[src/rtl/id_ex_hazard_ctrl_if.sv]
// rtl/id_ex_hazard_ctrl_if.sv - ID-stage request and interlock response bundle for id_ex_hazard_ctrl
interface id_ex_hazard_ctrl_if #(
  parameter int REG_AW = 4,
  parameter int DEPTH  = 3,
  parameter int CNT_W  = 16
);
  logic              id_valid;
  logic [REG_AW-1:0] id_src0;
  logic [REG_AW-1:0] id_src1;
  logic              id_use0;
  logic              id_use1;
  logic              id_write;
  logic [REG_AW-1:0] id_writeReg;
  logic              flush;
  logic              stall;
  logic              bubble;
  logic [DEPTH-1:0]  busy_mask;
  logic [CNT_W-1:0]  stall_cnt;

  modport master (
    output id_valid, id_src0, id_src1, id_use0, id_use1, id_write, id_writeReg, flush,
    input  stall, bubble, busy_mask, stall_cnt
  );

  modport slave (
    input  id_valid, id_src0, id_src1, id_use0, id_use1, id_write, id_writeReg, flush,
    output stall, bubble, busy_mask, stall_cnt
  );
endinterface

[src/rtl/id_ex_hazard_ctrl.sv]
// rtl/id_ex_hazard_ctrl.sv - RAW interlock for the ID/EX latch (no forwarding)
// Scoreboard of in-flight writes, EX (entry 0) through writeback (entry DEPTH-1).
module id_ex_hazard_ctrl #(
  parameter int REG_AW = 4,
  parameter int DEPTH  = 3,
  parameter int CNT_W  = 16
) (
  input  logic              clk,
  input  logic              rst,
  id_ex_hazard_ctrl_if.slave bus
);
  typedef enum logic {S_RUN, S_HOLD} state_t;

  logic [DEPTH-1:0]  r_v;
  logic [REG_AW-1:0] r_reg [DEPTH];
  state_t            r_state;
  state_t            w_state_nxt;
  logic [CNT_W-1:0]  r_cnt;
  logic              w_cnt_en;
  logic              w_match0;
  logic              w_match1;
  logic              w_hazard;
  logic              w_stall;
  logic              w_ins;

  always_comb begin
    w_match0 = 1'b0;
    w_match1 = 1'b0;
    for (int k = 0; k < DEPTH; k++) begin
      if (r_v[k] && (r_reg[k] == bus.id_src0)) w_match0 = 1'b1;
      if (r_v[k] && (r_reg[k] == bus.id_src1)) w_match1 = 1'b1;
    end
  end

  assign w_hazard = bus.id_valid & ((bus.id_use0 & w_match0) | (bus.id_use1 & w_match1));
  assign w_stall  = w_hazard & ~bus.flush;
  // A stalled or killed ID instruction leaves an empty slot behind it.
  assign w_ins    = bus.id_valid & bus.id_write & ~w_stall & ~bus.flush;

  always_ff @(posedge clk or posedge rst) begin
    if (rst) begin
      r_v <= '0;
      for (int k = 0; k < DEPTH; k++) r_reg[k] <= '0;
    end else begin
      r_v      <= {r_v[DEPTH-2:0], w_ins};
      r_reg[0] <= bus.id_writeReg;
      for (int k = 1; k < DEPTH; k++) r_reg[k] <= r_reg[k-1];
    end
  end

  always_ff @(posedge clk or posedge rst) begin
    if (rst) r_state <= S_RUN;
    else     r_state <= w_state_nxt;
  end

  always_comb begin
    w_state_nxt = r_state;
    w_cnt_en    = 1'b0;
    case (r_state)
      S_RUN: begin
        if (w_stall) begin
          w_state_nxt = S_HOLD;
          w_cnt_en    = 1'b1;
        end
      end
      S_HOLD: begin
        if (w_stall) w_cnt_en    = 1'b1;
        else         w_state_nxt = S_RUN;
      end
      default: w_state_nxt = S_RUN;
    endcase
  end

  always_ff @(posedge clk or posedge rst) begin
    if (rst)                         r_cnt <= '0;
    else if (w_cnt_en && r_cnt != '1) r_cnt <= r_cnt + 1'b1;
  end

  assign bus.stall     = w_stall;
  assign bus.bubble    = w_stall | bus.flush;
  assign bus.busy_mask = r_v;
  assign bus.stall_cnt = r_cnt;
endmodule
[src/flat_wrapper.sv]
// flat-port wrapper written by rule: the top's interface ports become plain ports
module id_ex_hazard_ctrl_flat 
#(
  parameter int REG_AW = 4,
  parameter int DEPTH  = 3,
  parameter int CNT_W  = 16
)
  (clk, rst, bus_id_valid, bus_id_src0, bus_id_src1, bus_id_use0, bus_id_use1, bus_id_write, bus_id_writeReg, bus_flush, bus_stall, bus_bubble, bus_busy_mask, bus_stall_cnt);
  id_ex_hazard_ctrl_if #(.REG_AW(REG_AW), .DEPTH(DEPTH), .CNT_W(CNT_W)) bus_i ();
  input  logic clk;
  input  logic rst;
  input wire logic [$bits(bus_i.id_valid)-1:0] bus_id_valid;
  input wire logic [$bits(bus_i.id_src0)-1:0] bus_id_src0;
  input wire logic [$bits(bus_i.id_src1)-1:0] bus_id_src1;
  input wire logic [$bits(bus_i.id_use0)-1:0] bus_id_use0;
  input wire logic [$bits(bus_i.id_use1)-1:0] bus_id_use1;
  input wire logic [$bits(bus_i.id_write)-1:0] bus_id_write;
  input wire logic [$bits(bus_i.id_writeReg)-1:0] bus_id_writeReg;
  input wire logic [$bits(bus_i.flush)-1:0] bus_flush;
  output wire logic [$bits(bus_i.stall)-1:0] bus_stall;
  output wire logic [$bits(bus_i.bubble)-1:0] bus_bubble;
  output wire logic [$bits(bus_i.busy_mask)-1:0] bus_busy_mask;
  output wire logic [$bits(bus_i.stall_cnt)-1:0] bus_stall_cnt;
  assign bus_i.id_valid = bus_id_valid;
  assign bus_i.id_src0 = bus_id_src0;
  assign bus_i.id_src1 = bus_id_src1;
  assign bus_i.id_use0 = bus_id_use0;
  assign bus_i.id_use1 = bus_id_use1;
  assign bus_i.id_write = bus_id_write;
  assign bus_i.id_writeReg = bus_id_writeReg;
  assign bus_i.flush = bus_flush;
  assign bus_stall = bus_i.stall;
  assign bus_bubble = bus_i.bubble;
  assign bus_busy_mask = bus_i.busy_mask;
  assign bus_stall_cnt = bus_i.stall_cnt;
  id_ex_hazard_ctrl #(.REG_AW(REG_AW), .DEPTH(DEPTH), .CNT_W(CNT_W)) u_core (.clk(clk), .rst(rst), .bus(bus_i));
endmodule
[config.mk]
export PLATFORM = sky130hd
export DESIGN_NAME = id_ex_hazard_ctrl_flat
export DESIGN_NICKNAME = d
export VERILOG_FILES = /design/src/rtl/id_ex_hazard_ctrl_if.sv /design/src/rtl/id_ex_hazard_ctrl.sv /design/src/flat_wrapper.sv
export SDC_FILE = /design/constraint.sdc
export NUM_CORES = 1
export LEC_CHECK = 0
export CELL_PAD_IN_SITES_DETAIL_PLACEMENT = 1
export CELL_PAD_IN_SITES_GLOBAL_PLACEMENT = 1
export CORE_MARGIN = 3
export CORE_UTILIZATION = 34
export CTS_CLUSTER_SIZE = 12
export DETAILED_ROUTE_END_ITERATION = 16
export PLACE_DENSITY = 0.75
export SLEW_MARGIN = 20
export SYNTH_ARGS = -nofsm -noshare
export SYNTH_HDL_FRONTEND = slang
export SYNTH_SLANG_ARGS = --single-unit
export TNS_END_PERCENT = 20
[constraint.sdc]
create_clock -name clk -period 2.05 [get_ports clk]
set_clock_uncertainty 0.2 [all_clocks]
set_input_delay 0.41 -clock clk [delete_from_list [all_inputs] [get_ports clk]]
set_output_delay 0.41 -clock clk [all_outputs]
set_load 0.02 [all_outputs]
# Word-level counts from Yosys, hierarchy flattened
# Cells that the tools add are included.
# word_totals
output_inout_bits	21
register_bits	31
# classes
mux	7
eq_ne	7
bitwise	11
n_reduce_logical	7
add_sub_neg	1
# op_table
op	n
$eq A4 B4 Y1	6
$add A16 B1 Y16 const B	1
$ne A16 B16 Y1 const B	1
$and A1 B1 Y1	7
$logic_and A1 B1 Y1	7
$mux W1	7
$not A1 Y1	2
$or A1 B1 Y1	2

# Depth between registers and ports, before layout
# depth
depth_word	12
mapped_depth	7

# Worst setup path before layout
# No wires, ideal clock.
# synth_timing
path_type	reg-to-reg
start	register u_core.r_cnt[0] (netlist: u_core.bus.stall_cnt[0])
end	register u_core.r_cnt[1] (netlist: u_core.bus.stall_cnt[1])
setup_slack_ns	-0.098
path_stages_with_launch	8
n_path_buf	1
arrival_ns	1.823
period_less_slack_ns	2.148
path_cell_list	dfrtp_1 > ha_1 > and2_4 > and3_1 > buf_2 > a21oi_4 > o21ai_2 > mux2_4
# synth_via
elab_chain_len	2
word_cells_on_any_way	3
# synth_lines
element	line_no	source
start: declaration	id_ex_hazard_ctrl.sv:18	logic [CNT_W-1:0] r_cnt;
start signal: assignment	id_ex_hazard_ctrl.sv:76	else if (w_cnt_en && r_cnt != '1) r_cnt <= r_cnt + 1'b1;
parallel branches: the longest is 2 deep, another holds $add A16 B1 Y16	n/a	
# Parallel ways; which one is timed is not known.
# A chain may end at the register's enable or synchronous reset.

# Worst setup path after layout
# layout_timing
start	input bus_id_src0[0]
end	output bus_stall
# layout_via
elab_chain_len	9
word_cells_on_any_way	13
# layout_lines
element	line_no	source
start: declaration	flat_wrapper.sv:13	input wire logic [$bits(bus_i.id_src0)-1:0] bus_id_src0;
$eq A4 B4 Y1	id_ex_hazard_ctrl.sv:30	if (r_v[k] && (r_reg[k] == bus.id_src0)) w_match0 = 1'b1;
$logic_and A1 B1 Y1	id_ex_hazard_ctrl.sv:30	
$mux W1 (2 in series)	id_ex_hazard_ctrl.sv:30	
$mux W1 *	id_ex_hazard_ctrl.sv:30	
$and A1 B1 Y1 *	id_ex_hazard_ctrl.sv:35	assign w_hazard = bus.id_valid & ((bus.id_use0 & w_match0) | (bus.id_use1 & w_match1));
$or A1 B1 Y1 *	id_ex_hazard_ctrl.sv:35	
$and A1 B1 Y1 *	id_ex_hazard_ctrl.sv:35	
$and A1 B1 Y1 *	id_ex_hazard_ctrl.sv:36	assign w_stall = w_hazard & ~bus.flush;
end: declaration	flat_wrapper.sv:20	output wire logic [$bits(bus_i.stall)-1:0] bus_stall;
# Mark *: on every way between the ends. The rest lies on a longest branch, timed or not.

==> summary.txt <==
post-route insts no fill -> 242
Critical Path AT -> 1680 ps
DR vias -> 1271
H-tree levels -> 2
Avg WL per Cell -> 17.2 um
main combinational cell family by area after synthesis -> XOR/XNOR gates
Final #Nets -> 209
vias in the first global route -> 1459
residual DRC count -> 0
I/O pin cnt -> 40
number of max-cap violations -> 0
Total Routing Usage GR -> 0.174
Tmin final -> 2290 ps
Pre-Repair DR Iteration Count -> 4
die area -> 0.00552 sq mm
Hold Worst Slack -> 243 ps
number of cell rows -> 24
CP Launch Type -> primary input
first-pass GRT wire length -> 7290 um
max-slew violations -> 0
clock latency on the worst-skew pair -> 280 ps
chip height -> 74.3 um
CTS tree -> done
share of the synthesized area in the top cell type -> 0.489
Num CTS Buffers -> 5
share of cells above drive strength 1 -> 0.226
final design area excluding fillers -> 0.00227 sq mm
Worst Setup End Kind -> output pin
post-synth top area cell -> dfrtp_1
Place WS -> -1050 ps
leakage -> 0.979 nW
dpl cell area -> 0.00211 sq mm
maximum fanout along the worst path -> 3
Tightest Pin Transition -> 385 ps
Final HPWL DP -> 3040 um
setup TNS -> -565 ps
Num Clock Sinks -> 31
Antenna Diode Count -> 0
dpl cells -> 234
Setup CP Type -> primary input to output pin
Max Fclk -> 436 MHz
DRT iter0 DRCs -> 25
port bufs -> 39
Post-Syn Area -> 0.00159 sq mm
die width -> 74.3 um
routed vias/inst -> 5.25
clock slew at reported path FFs -> 70 ps
placer congestion estimate -> 0.862
Crit path largest cell delay -> 270 ps
adder and majority gate portion of the synthesized area -> 0.00789
number of setup violations in the final report -> 4
Peak VDD IR -> 0.000313 V
Worst slew margin -> 0.737
Syn Nets -> 155
Synth Area in Compound Gates -> 0.105
Simple-Gate Fraction of Synth Area -> 0.154
Root Driver -> clkbuf_8
commonest non-fill, non-tap cells in the layout -> dfrtp_1, clkdlybuf4s50_1, xnor2_1
Clock Path Buffers -> 2
Synth cell types -> 30
max reg flops -> 16
Seq cells post-synth -> 31
PnR worst setup slack -> -243 ps
period utilization -> 1.12
unrepaired setup endpoints after global routing -> true
post-layout util -> 0.513
dominant cells by area after synthesis -> dfrtp_1, xnor2_1, xor2_1
Synthesis Warnings -> 0
Fin. Hold Viols -> 0
critical path's most frequent cell -> nor2_2
core region area -> 0.00441 sq mm
Pwr per Cell Area -> 659 mW/mm^2
CP Cell Sequence -> clkdlybuf4s15_1 > xor2_2 > nor3_2 > nand4_1 > nand4_4 > nor2_2 > nor2_2 > buf_6
Post-CTS Hold Buffers -> 0
sequential-to-total area share from yosys stat -> 0.489
slowest CP cell -> clkdlybuf4s15_1
commonest non-fill, non-tap cell in the layout -> dfrtp_1
status -> finished, violations left
antenna violations before repair -> 0
total power -> 1.49 mW
Syn Area/Cell -> 11.7 sq um
failing checks -> setup timing
Mapped Cells -> 135
final wirelength -> 4170 um
Synth Area in XOR/XNOR -> 0.210
post-synthesis mux area share -> 0.0166
Routed Antenna Nets -> 0
Area Growth Syn to Fin -> 42.9%
Initial Util -> 0.359
global route total overflow -> 0
fillers -> 485
Worst Hold Class -> flip-flop to flip-flop
Required @ worst endpoint -> 1440 ps
largest net degree at the start of global routing -> 32
[synth_stat cells]
master and number:
nor2_1 5, nor3_1 5, xnor2_1 23, o2111ai_1 4
o2111ai_2 1, and3_4 1, o21ai_2 2, nand2b_1 2
nand2_1 3, nand4_1 7, ha_1 1, nand3_1 4
and4_1 1, a21oi_4 1, mux2_2 1, xor2_1 15
dfrtp_1 31, o21ai_0 1, buf_2 1, and2_4 1
and3_1 9, a2111oi_0 1, o211ai_1 8, mux2_4 1
o221ai_1 1, inv_1 1, buf_4 1, nand4_4 1
nor2b_1 1, buf_6 1
[worst max-delay path: cells and delay by family]
family | cells | cell delay [ps]
AND/OR/NAND/NOR | 5 | 670
buffers and inverters | 2 | 390
XOR/XNOR | 1 | 220
[area by class of cell]
cell class,count,area [sq um],share of cell area
clock inverters,2,35.0,0.0155
multi-input cells,100,821,0.362
well taps,52,65.1,0.0287
inverters,1,3.75,0.00166
flip-flops and latches,31,779,0.344
repair buffers,50,479,0.211
clock buffers,6,82.6,0.0364
[per-layer routing]
layer | wire length (um) | global-route usage | vias up
met5 | 0 | 0 | -
met4 | 41 | 0.0593 | 0
met3 | 187 | 0.0514 | 4
met2 | 2180 | 0.297 | 27
met1 | 1760 | 0.211 | 644
li1 | - | - | 596
[power by group]
part | internal, mW | total [mW] | switching [mW]
combinational | 0.100 | 0.194 | 0.0933
sequential | 0.638 | 0.667 | 0.0289
clock | 0.393 | 0.632 | 0.239
total | 1.13 | 1.49 | 0.361
[logic make-up after synthesis]
| family | Yosys count |
|---|---|
| adders and majority gates | 1 |
| DFF | 31 |
| buffers and inverters | 4 |
| muxes | 2 |
| AOI/OAI and AO/OA | 19 |
| xor gates and xnor gates | 38 |
| and+or+nand+nor | 40 |
[worst paths after layout]
kind	from	endpoint	slack, ps	cells after the start
min	u_core.r_reg[8]	u_core.r_reg[4]	240	0
max in group asynchronous	rst	u_core.bus.stall_cnt[0]	1010	3
max	bus_id_src0[0]	bus_stall	-240	8
min in group asynchronous	rst	u_core.r_reg[10]	330	3
min reg2reg	u_core.r_reg[8]	u_core.r_reg[4]	240	0
max reg2reg	u_core.r_reg[8]	u_core.bus.stall_cnt[12]	-50	7
[repair_timing]
action	in CTS	in global routing
endpoints found under the setup margin	18	21
buffers inserted	1	0
cloned	0	0
pin swaps	9	6
resized for setup	29	7
(Power assumes the default switching activity.)
